$ cat src/rtl/alu_issue.sv
// alu_issue: two-stage issue pipeline in front of an external combinational ALU; latency 2, one op per cycle.
// Backpressure: S2 holds while rsp_ready=0, S1 holds behind it, req_ready drops; ALU_ISSUE_PERF_EN adds perf counters.
module alu_issue (
    input  logic        clk,
    input  logic        rst,
    input  logic        req_valid,
    output logic        req_ready,
    input  logic [1:0]  req_class,
    input  logic [5:0]  req_funct,
    input  logic [31:0] req_a,
    input  logic [31:0] req_b,
    output logic [3:0]  alu_op,
    output logic [31:0] alu_a,
    output logic [31:0] alu_b,
    input  logic [31:0] alu_result,
    input  logic        alu_zero,
    output logic        rsp_valid,
    input  logic        rsp_ready,
    output logic [31:0] rsp_result,
    output logic        rsp_zero,
    output logic        rsp_illegal,
    input  logic        flush,
    output logic [31:0] perf_ops,
    output logic [15:0] perf_illegal
);

    localparam logic [3:0] OP_ADD = 4'b0000;
    localparam logic [3:0] OP_SUB = 4'b0010;
    localparam logic [3:0] OP_SLT = 4'b1010;
    localparam logic [3:0] OP_AND = 4'b0100;
    localparam logic [3:0] OP_OR  = 4'b0101;
    localparam logic [3:0] OP_XOR = 4'b0110;
    localparam logic [3:0] OP_NOR = 4'b0111;

    logic        valid1_q, valid1_d;
    logic [3:0]  op1_q, op1_d;
    logic [31:0] a1_q, a1_d, b1_q, b1_d;
    logic        ill1_q, ill1_d;
    logic        valid2_q, valid2_d;
    logic [31:0] res2_q, res2_d;
    logic        zero2_q, zero2_d;
    logic        ill2_q, ill2_d;

    logic [3:0]  dec_op;
    logic        dec_ill;
    logic        s2_adv, s1_adv, accept;

    always_comb begin
        dec_op  = OP_ADD;
        dec_ill = 1'b0;
        case (req_class)
            2'b00: dec_op = OP_ADD;
            2'b01: dec_op = OP_SUB;
            2'b11: dec_op = OP_OR;
            default: begin
                case (req_funct)
                    6'b100000: dec_op = OP_ADD;
                    6'b100010: dec_op = OP_SUB;
                    6'b100100: dec_op = OP_AND;
                    6'b100101: dec_op = OP_OR;
                    6'b100110: dec_op = OP_XOR;
                    6'b100111: dec_op = OP_NOR;
                    6'b101010: dec_op = OP_SLT;
                    default:   dec_ill = 1'b1;
                endcase
            end
        endcase
    end

    always_comb begin
        s2_adv    = !valid2_q || rsp_ready;
        s1_adv    = valid1_q && s2_adv;
        req_ready = !rst && !flush && (!valid1_q || s2_adv);
        accept    = req_valid && req_ready;

        valid1_d = valid1_q;
        op1_d    = op1_q;
        a1_d     = a1_q;
        b1_d     = b1_q;
        ill1_d   = ill1_q;
        valid2_d = valid2_q;
        res2_d   = res2_q;
        zero2_d  = zero2_q;
        ill2_d   = ill2_q;

        if (accept) begin
            valid1_d = 1'b1;
            op1_d    = dec_op;
            a1_d     = req_a;
            b1_d     = req_b;
            ill1_d   = dec_ill;
        end else if (s1_adv) begin
            valid1_d = 1'b0;
        end

        if (s1_adv) begin
            valid2_d = 1'b1;
            res2_d   = alu_result;
            zero2_d  = alu_zero;
            ill2_d   = ill1_q;
        end else if (rsp_ready) begin
            valid2_d = 1'b0;
        end

        // Flush drops both stages, including a response being handshaken this cycle.
        if (flush) begin
            valid1_d = 1'b0;
            valid2_d = 1'b0;
        end
    end

    always_comb begin
        alu_op      = valid1_q ? op1_q : 4'b0000;
        alu_a       = valid1_q ? a1_q  : 32'd0;
        alu_b       = valid1_q ? b1_q  : 32'd0;
        rsp_valid   = valid2_q && !rst;
        rsp_result  = rst ? 32'd0 : res2_q;
        rsp_zero    = !rst && zero2_q;
        rsp_illegal = !rst && ill2_q;
    end

    always_ff @(posedge clk) begin
        if (rst) begin
            valid1_q <= 1'b0;
            op1_q    <= 4'b0000;
            a1_q     <= 32'd0;
            b1_q     <= 32'd0;
            ill1_q   <= 1'b0;
            valid2_q <= 1'b0;
            res2_q   <= 32'd0;
            zero2_q  <= 1'b0;
            ill2_q   <= 1'b0;
        end else begin
            valid1_q <= valid1_d;
            op1_q    <= op1_d;
            a1_q     <= a1_d;
            b1_q     <= b1_d;
            ill1_q   <= ill1_d;
            valid2_q <= valid2_d;
            res2_q   <= res2_d;
            zero2_q  <= zero2_d;
            ill2_q   <= ill2_d;
        end
    end

`ifdef ALU_ISSUE_PERF_EN
    logic        rsp_fire;
    logic [31:0] perf_ops_q, perf_ops_d;
    logic [15:0] perf_illegal_q, perf_illegal_d;

    always_comb begin
        rsp_fire       = valid2_q && rsp_ready && !flush;
        perf_ops_d     = perf_ops_q + {31'd0, rsp_fire};
        perf_illegal_d = perf_illegal_q + {15'd0, rsp_fire && ill2_q};
    end

    always_ff @(posedge clk) begin
        if (rst) begin
            perf_ops_q     <= 32'd0;
            perf_illegal_q <= 16'd0;
        end else begin
            perf_ops_q     <= perf_ops_d;
            perf_illegal_q <= perf_illegal_d;
        end
    end

    assign perf_ops     = perf_ops_q;
    assign perf_illegal = perf_illegal_q;
`else
    assign perf_ops     = 32'd0;
    assign perf_illegal = 16'd0;
`endif

endmodule

$ cat config.mk
export PLATFORM = sky130hd
export DESIGN_NAME = alu_issue
export DESIGN_NICKNAME = d
export VERILOG_FILES = /design/src/rtl/alu_issue.sv
export SDC_FILE = /design/constraint.sdc
export NUM_CORES = 1
export LEC_CHECK = 0
export CELL_PAD_IN_SITES_DETAIL_PLACEMENT = 0
export CELL_PAD_IN_SITES_GLOBAL_PLACEMENT = 1
export CORE_MARGIN = 2
export CORE_UTILIZATION = 30
export CTS_CLUSTER_SIZE = 10
export DETAILED_ROUTE_END_ITERATION = 8
export PLACE_DENSITY_LB_ADDON = 0.1
export SLEW_MARGIN = 20
export SYNTH_ARGS = -nofsm -noshare
export SYNTH_HDL_FRONTEND = slang
export SYNTH_SLANG_ARGS = --single-unit
$ cat constraint.sdc
create_clock -name clk -period 2.4 [get_ports clk]
set_input_delay 0.48 -clock clk [delete_from_list [all_inputs] [get_ports clk]]
set_output_delay 0.48 -clock clk [all_outputs]
set_load 0.05 [all_outputs]
After elaboration in Yosys (flattened, before gate mapping)
Cells that the tools add are included.
{"block": "classes", "n_eq_ne": 9, "mux": 12, "n_reduce_logical": 19}
{"cell": "32-bit 2-to-1 mux", "n": 3}
{"cell": "6-bit equality test (second input constant)", "n": 7}
{"cell": "4-bit one-hot mux with 6 select lines", "n": 1}
{"cell": "4-bit one-hot mux with 3 select lines", "n": 1}
{"cell": "1-bit logical AND", "n": 7}
{"cell": "7-bit OR reduction", "n": 1}
{"cell": "1-bit 2-to-1 mux", "n": 6}
{"cell": "1-bit zero test", "n": 4}
{"cell": "4-bit 2-to-1 mux", "n": 1}
{"cell": "2-bit nonzero test", "n": 2}
{"cell": "3-bit OR reduction", "n": 1}
{"cell": "2-bit by 1-bit equality test with 1-bit output (second input constant)", "n": 1}
{"cell": "2-bit equality test (second input constant)", "n": 1}
{"cell": "2-bit zero test", "n": 1}
{"cell": "1-bit logical OR", "n": 2}
{"cell": "2-bit OR reduction", "n": 1}
{"block": "totals", "register_bits": 105, "in_bits": 110, "output_inout_bits": 152}

Longest topological paths before layout
Gate-level depths: netlist of run 1.
{"block": "logic_depth", "ltp_word": 6, "mapped_depth": 6}

Least setup slack after synthesis of run 1
No wires, ideal clock.
{"block": "synth_path", "path_kind": "in2out", "from": "in rsp_ready", "to": "out req_ready", "t_arrival_ns": 2.115, "required_time_ns": 1.920, "setup_slack_ns": -0.195, "path_stages": 5, "path_buffers": 3, "path_cell_list": "and3b_1 buf_2 buf_6 clkbuf_1 nor3_1"}
{"block": "synth_between", "elab_chain_cells": 3}
{"item": "start: declaration", "line_no": "18", "source": "input logic rsp_ready,"}
{"item": "1-bit logical OR", "line_no": "71", "source": "s2_adv = !valid2_q || rsp_ready;"}
{"item": "1-bit logical OR", "line_no": "73", "source": "req_ready = !rst && !flush && (!valid1_q || s2_adv);"}
{"item": "1-bit logical AND", "line_no": "73"}
{"item": "end: declaration", "line_no": "7", "source": "output logic req_ready,"}
Every way passes these cells.

Worst setup path after layout of run 1
Same ends and word-level chain as after synthesis.

==> key figures, run 1 <==
Final layout
  – Number of diodes: 0
  – Fillcell total: 1,551
  – Core Util, Final: 0.492
  – Area delta synth->final: 60.3%
  – Layout cells sized above 1: 0.176
  – Layout Cells excl Fill: 1,054
  – Nets@finish: 939

Clock tree
  – Clock-pin slew on the worst setup and hold paths: 70 ps
  – Cts repair resizes: 0
  – Post-CTS Hold Buffers: 0
  – Sinks on Clock Net: 105
  – CTS H-tree depth: 3
  – CTS tree: built
  – Post-CTS Setup Repair Bufs: 0
  – CTS Buf Count: 9
  – Root Driver: clkbuf_16
  – Clk Latency, worst-skew pair: 350 ps
  – Bufs on Longest Clock Path: 2

Logic synthesis
  – Share of the synthesized area in the top cell type: 0.412
  – Number of synthesized flops with an enable pin: 0
  – Register area share after synthesis: 0.412
  – Synth unique cells: 31
  – Dominant synthesized flop cell: dfxtp_1
  – Largest cells by area after synthesis: dfxtp_1 41%, a21oi_1 9.9%, o21ai_0 9.8%
  – Post-synthesis register bit count: 105
  – Cell count after synthesis: 653
  – Synth warn: 0
  – Ys async rst share: 0
  – Mapped cell area: 5100 um2
  – Area leader, netlist: dfxtp_1
  – Synthesized area per cell: 7.80 um2

Worst setup path
  – Beginning of the worst register-to-register path: valid1_q$_SDFFE_PP0P_
  – Worst-path cell chain: clkdlybuf4s50_1, and3b_2, nor3_2, buf_12
  – Worst-path maximum fanout: 5
  – Worst EP required: 1920 ps
  – R2R Path End: op1_q[2]$_SDFFE_PP0P_
  – CP Capture Type: output pin
  – Top delay family on crit path: buffers and inverters
  – Worst Path Arrival: 1690 ps
  – Crit Path Category: in -> out
  – WP buf/inv: 2
  – Reg2reg path depth: 5
  – CP startpoint kind: input pin
  – Flop2flop setup slack: 630 ps
  – CP max stage delay: 550 ps
  – Critical-path top delay cell: clkdlybuf4s50_1

Pwr
  – Comb power frac: 0.172
  – Power Dens Cells: 494 nW/um2
  – Register share of total power: 0.452
  – Internal: 2.94 mW
  – Leak: 3.03 nW
  – Switching Share: 0.271
  – Worst IR Drop VDD: 376 uV
  – Clock share of power: 0.376
  – Switching power total: 1.09 mW

Drt
  – Initial DRC count: 271
  – DRC viols: 0
  – Drt pass-1 iters: 4
  – Post-DRT Antenna Nets: 0
  – Drt total wl: 16.3 mm
  – Vias: 5,079
  – Vias per Instance: 4.82
  – DR WL/cell: 15.5 um

STA
  – Setup violations, final: 0
  – Final min period: 2170 ps
  – Fmax: 461 MHz
  – Hold Vio Cnt, Final: 0
  – Worst-margin pin slew: 597 ps
  – Final max-slew violation count: 0
  – Setup TNS: 0 ps
  – Final Cycle Share: 0.904
  – Max_slew headroom: 0.597
  – Hold Worst Slack: 469 ps
  – Worst Skew: 6.92 ps
  – RSZ-0062 raised after global routing: false

GRT
  – First-pass GRT wire length: 25.8 mm
  – Vias in the first global route: 4,957
  – Largest net degree at the start of global routing: 68
  – Initial antenna violation count: 0
  – Global Route Usage Sum: 0.178
  – Remaining Overflow, GRT: 0

Floorplan
  – IO Pins: 262
  – Starting Density: 0.307
  – Die footprint: 18,000 um2
  – Core area: 16,600 um2
  – FP Rows: 47
  – Die Width: 134 um
  – Die H: 134 um

Place
  – DP Cell Count: 1,038
  – Port buffer count: 213
  – Final RePlAce weighted congestion: 0.767
  – Hpwl dp: 11.1 mm

Min path
  – Worst hold-check path type: reg -> reg
  – Hold path cells: 2
  – Hold Path Sink: b1_q[22]$_SDFFE_PP0P_
  – Hold Startpoint: b1_q[22]$_SDFFE_PP0P_

Status
  – Status: complete, no violations

Run
  – Max_cap viols: 0
==> worst reg2reg max path: cells and delay by family (launching register included) <==
family / cells / cell delay (ps)
AND/OR/NAND/NOR: 1 / 160
flip-flops: 1 / 620
buffers and inverters: 2 / 560
AO/OA/AOI/OAI: 2 / 290
==> metal layers <==
metal	track usage	share of wire
met3	0.0525	0.081
met4	0.0491	0.012
met2	0.293	0.48
met1	0.227	0.43
met5	0	0
==> flip-flops by register name (all words and copies together), names as in the netlist <==
| signal | flops |
|---|---|
| ill1_q | 1 |
| b1_q | 32 |
| op1_q | 4 |
| res2_q | 32 |
| valid1_q | 1 |
| ill2_q | 1 |
| a1_q | 32 |
| valid2_q | 1 |
| zero2_q | 1 |
==> power by group through the flow <==
stage	clock, mW	combinational (mW)	sequential [mW]
finish	1.52	0.694	1.82
global route	1.65	0.739	1.83
CTS	1.57	0.697	1.82
detailed placement	0	0.694	1.86
global placement	0	0.689	1.86
floorplan	0	0.460	1.85
==> kinds of logic (layout without fill, tap and decap cells) <==
logic type / count (synthesis) / after routing / synth area share
compound gates: 207 / 207 / 0.207
buf+inv: 117 / 251 / 0.126
flops: 105 / 105 / 0.412
mux: 1 / 1 / 0.00196
other cells: 1 / 48 / 0.000736
simple gates: 222 / 222 / 0.252
==> area by class of cell <==
class / count / area [um2] / area share
clock buffers: 12 / 256 / 0.0314
clock inverters: 4 / 51.3 / 0.00628
inverters: 3 / 11.3 / 0.00138
multi-input cells: 478 / 2540 / 0.311
flip-flops and latches: 105 / 2100 / 0.258
well taps: 220 / 275 / 0.0337
repair buffers: 232 / 2930 / 0.358
==> cells in the final DEF (no fill, tap or decap), types with 9 or more instances in the layout <==
cell type,instances
clkdlybuf4s50_1,108
buf_4,51
conb_1,48
a21oi_1,101
nor2b_1,37
nand3_1,99
buf_12,73
o21ai_0,100
and2_1,67
dfxtp_1,104
clkbuf_16,9
==> how the worst max path moves through the flow <==
stage | startpoint | to | slack, ps | cells after the start
CTS | valid1_q$_SDFFE_PP0P_ | alu_a[18] | 220 | 3
finish | rsp_ready | req_ready | 230 | 4
floorplan | rsp_ready | req_ready | 230 | 5
detailed placement | req_valid | ill1_q$_SDFFE_PP0P_ | 230 | 4
global placement | req_funct[2] | ill1_q$_SDFFE_PP0P_ | 260 | 4
global route | valid1_q$_SDFFE_PP0P_ | alu_a[18] | 120 | 3
==> through the flow <==
| stage | area [um2] | total power, mW | worst slack (ps) |
|---|---|---|---|
| after floorplan | 5280 | 2.31 | 231 |
| after global placement | 7860 | 2.55 | 265 |
| after detailed placement | 7860 | 2.56 | 227 |
| after CTS | 8170 | 4.09 | 220 |
| after global routing | 8170 | 4.22 | 123 |
| final | 8170 | 4.04 | 231 |
==> cells in the mapped netlist, types with 3 or more instances <==
| cell | number |
|---|---|
| a21oi_1 | 101 |
| and2_1 | 67 |
| buf_1 | 5 |
| buf_2 | 6 |
| buf_4 | 48 |
| clkbuf_1 | 53 |
| dfxtp_1 | 105 |
| inv_1 | 3 |
| nand2b_1 | 3 |
| nand3_1 | 99 |
| nor2_1 | 3 |
| nor2b_1 | 38 |
| o21ai_0 | 100 |
(Power assumes the default switching activity.)
==> inputs of run 2 (changes only) <==
CORE_MARGIN = unset   (was 2)
CORE_UTILIZATION = 47   (was 30)
DONT_BUFFER_PORTS = 1   (was unset)
==> key figures, run 2 (synthesized netlist as in run 1, its figures left out) <==
STA
  – Hold Vio Cnt, Final: 0 (unchanged)
  – Final Cycle Share: 0.896 (-0.00769)
  – Max_slew headroom: 0.645 (+0.0482)
  – RSZ-0062 raised after global routing: false
  – Worst-margin pin slew: 536 ps (-60.4 ps)
  – Setup violations, final: 0 (unchanged)
  – Fmax: 465 MHz (+0.86%)
  – Setup TNS: 0 ps (unchanged)
  – Final max-slew violation count: 0 (unchanged)
  – Final setup margin: 249 ps (+18.4 ps)
  – Worst Skew: 11.8 ps (+4.85 ps)
  – Final min period: 2150 ps (-18.4 ps)

Worst setup path
  – CP Capture Point: alu_b[12]
  – Crit Path Category: reg -> out
  – Worst EP required: 1920 ps (about the same)
  – Critical path origin: valid1_q$_SDFFE_PP0P_
  – Beginning of the worst register-to-register path: valid1_q$_SDFFE_PP0P_
  – CP Capture Type: output pin
  – Reg2reg path depth: 4 (-1)
  – R2R Path End: ill1_q$_SDFFE_PP0P_
  – CP startpoint kind: flip-flop
  – Worst-path maximum fanout: 54 (+49)
  – Worst Path Arrival: 1670 ps (-20 ps)
  – Flop2flop setup slack: 770 ps (+140 ps)

Clock tree
  – Post-CTS Hold Buffers: 0 (unchanged)
  – Root Driver: clkbuf_8
  – CTS H-tree depth: 3 (unchanged)
  – CTS tree: built
  – Sinks on Clock Net: 105 (unchanged)
  – Clock-pin slew on the worst setup and hold paths: 90 ps (+20 ps)
  – CTS Buf Count: 9 (unchanged)
  – Post-CTS Setup Repair Bufs: 0 (unchanged)
  – Cts repair resizes: 0 (unchanged)
  – Clk Latency, worst-skew pair: 360 ps (about the same)
  – Bufs on Longest Clock Path: 2 (unchanged)

Place
  – Post-DP Area: 5250 um2 (-33%)
  – Final RePlAce weighted congestion: 0.773 (+0.83%)
  – Hpwl dp: 8.32 mm (-25%)
  – Port buffer count: 0 (-100%)
  – DP Worst Slack: 647 ps (+420 ps)

Floorplan
  – IO Pins: 262 (unchanged)
  – Die footprint: 11,300 um2 (-38%)
  – Core area: 10,400 um2 (-37%)
  – Die H: 106 um (-21%)
  – Die Width: 106 um (-21%)
  – Starting Density: 0.489 (+0.182)
  – FP Rows: 37 (-21%)

GRT
  – Largest net degree at the start of global routing: 144 (+110%)
  – Global Route Usage Sum: 0.219 (+0.0407)
  – Initial antenna violation count: 0 (unchanged)
  – Vias in the first global route: 3,766 (-24%)
  – First-pass GRT wire length: 20.0 mm (-23%)
  – Remaining Overflow, GRT: 0 (unchanged)

Final layout
  – Number of diodes: 0 (unchanged)
  – Final Instance Area: 5440 um2 (-33%)
  – Layout cells sized above 1: 0.110 (-0.0660)
  – Nets@finish: 758 (-19%)
  – Area delta synth->final: 6.70%
  – Commonest non-fill, non-tap cell in the layout: dfxtp_1
  – Core Util, Final: 0.522 (+0.0296)
  – Most frequent cells in the layout: 104 x dfxtp_1, 101 x a21oi_1, 100 x o21ai_0
  – Largest regs: a1_q x32, b1_q x32, res2_q x32

Min path
  – Worst hold-check path type: in -> reg
  – Hold Startpoint: flush

Drt
  – DR WL/cell: 16.3 um (+5.5%)
  – Vias per Instance: 5.56 (+15%)
  – DRC viols: 0 (unchanged)
  – Drt total wl: 12.9 mm (-21%)
  – Drt pass-1 iters: 5 (+1)
  – Post-DRT Antenna Nets: 0 (unchanged)
  – Initial DRC count: 341 (+26%)
  – Vias: 4,383 (-14%)

Pwr
  – Worst IR Drop VDD: 330 uV (-12%)
  – Leak: 1.96 nW (-35%)
  – Power Dens Cells: 609 nW/um2 (+23%)

Run
  – Max_cap viols: 0 (unchanged)

Status
  – Status: complete, no violations
## run 2: changes by cell type in the layout (fill, tap and decap cells not counted), sizes merged
cell,previous run,this run
clkinv,2,1
clkdlybuf4s50,108,0
buf,124,51
clkinvlp,1,2
## run 2: per-stage QoR
stage | hold WS, ps | total power, mW | instances
after floorplan | 443 | 2.31 | 700
after global placement | 449 | 2.27 | 773
after detailed placement | 455 | 2.28 | 773
after CTS | 160 | 3.35 | 789
after global routing | 163 | 3.46 | 789
final | 186 | 3.31 | 789
## run 2: where the power goes
group	total (mW)	leakage, nW	internal [mW]	switching (mW)
clock	1.08	0.0868	0.487	0.589
sequential	1.82	0.853	1.80	0.0248
combinational	0.414	1.02	0.0866	0.328
## run 2: critical path, cell delays in order (launching register included)
cell,delay [ps]
dfxtp_2,530
buf_12,260
and2_1,490
## run 2: final cells by class
cell class	count	area, um2
fillers	1016	4980
multi-input cells	478	2540
flip-flops and latches	105	2100
repair buffers	51	420
well taps	136	170
clock buffers	12	135
clock inverters	4	53.8
inverters	3	11.3
## run 2: worst min-delay path by stage
stage	endpoint	depth (start not counted)
after floorplan	op1_q[3]$_SDFFE_PP0P_	2
after global placement	res2_q[1]$_SDFFE_PP0P_	2
after detailed placement	a1_q[12]$_SDFFE_PP0P_	2
after CTS	res2_q[18]$_SDFFE_PP0P_	1
after global routing	res2_q[18]$_SDFFE_PP0P_	1
final	valid1_q$_SDFFE_PP0P_	1
## run 2: per-layer routing
| metal | part of all wire | track usage | up-vias |
|---|---|---|---|
| met4 | 0.013 | 0.0694 | 0 |
| met3 | 0.087 | 0.0540 | 14 |
| met2 | 0.48 | 0.345 | 212 |
| met5 | 0 | 0 | - |
| li1 | - | - | 2133 |
| met1 | 0.42 | 0.293 | 2024 |
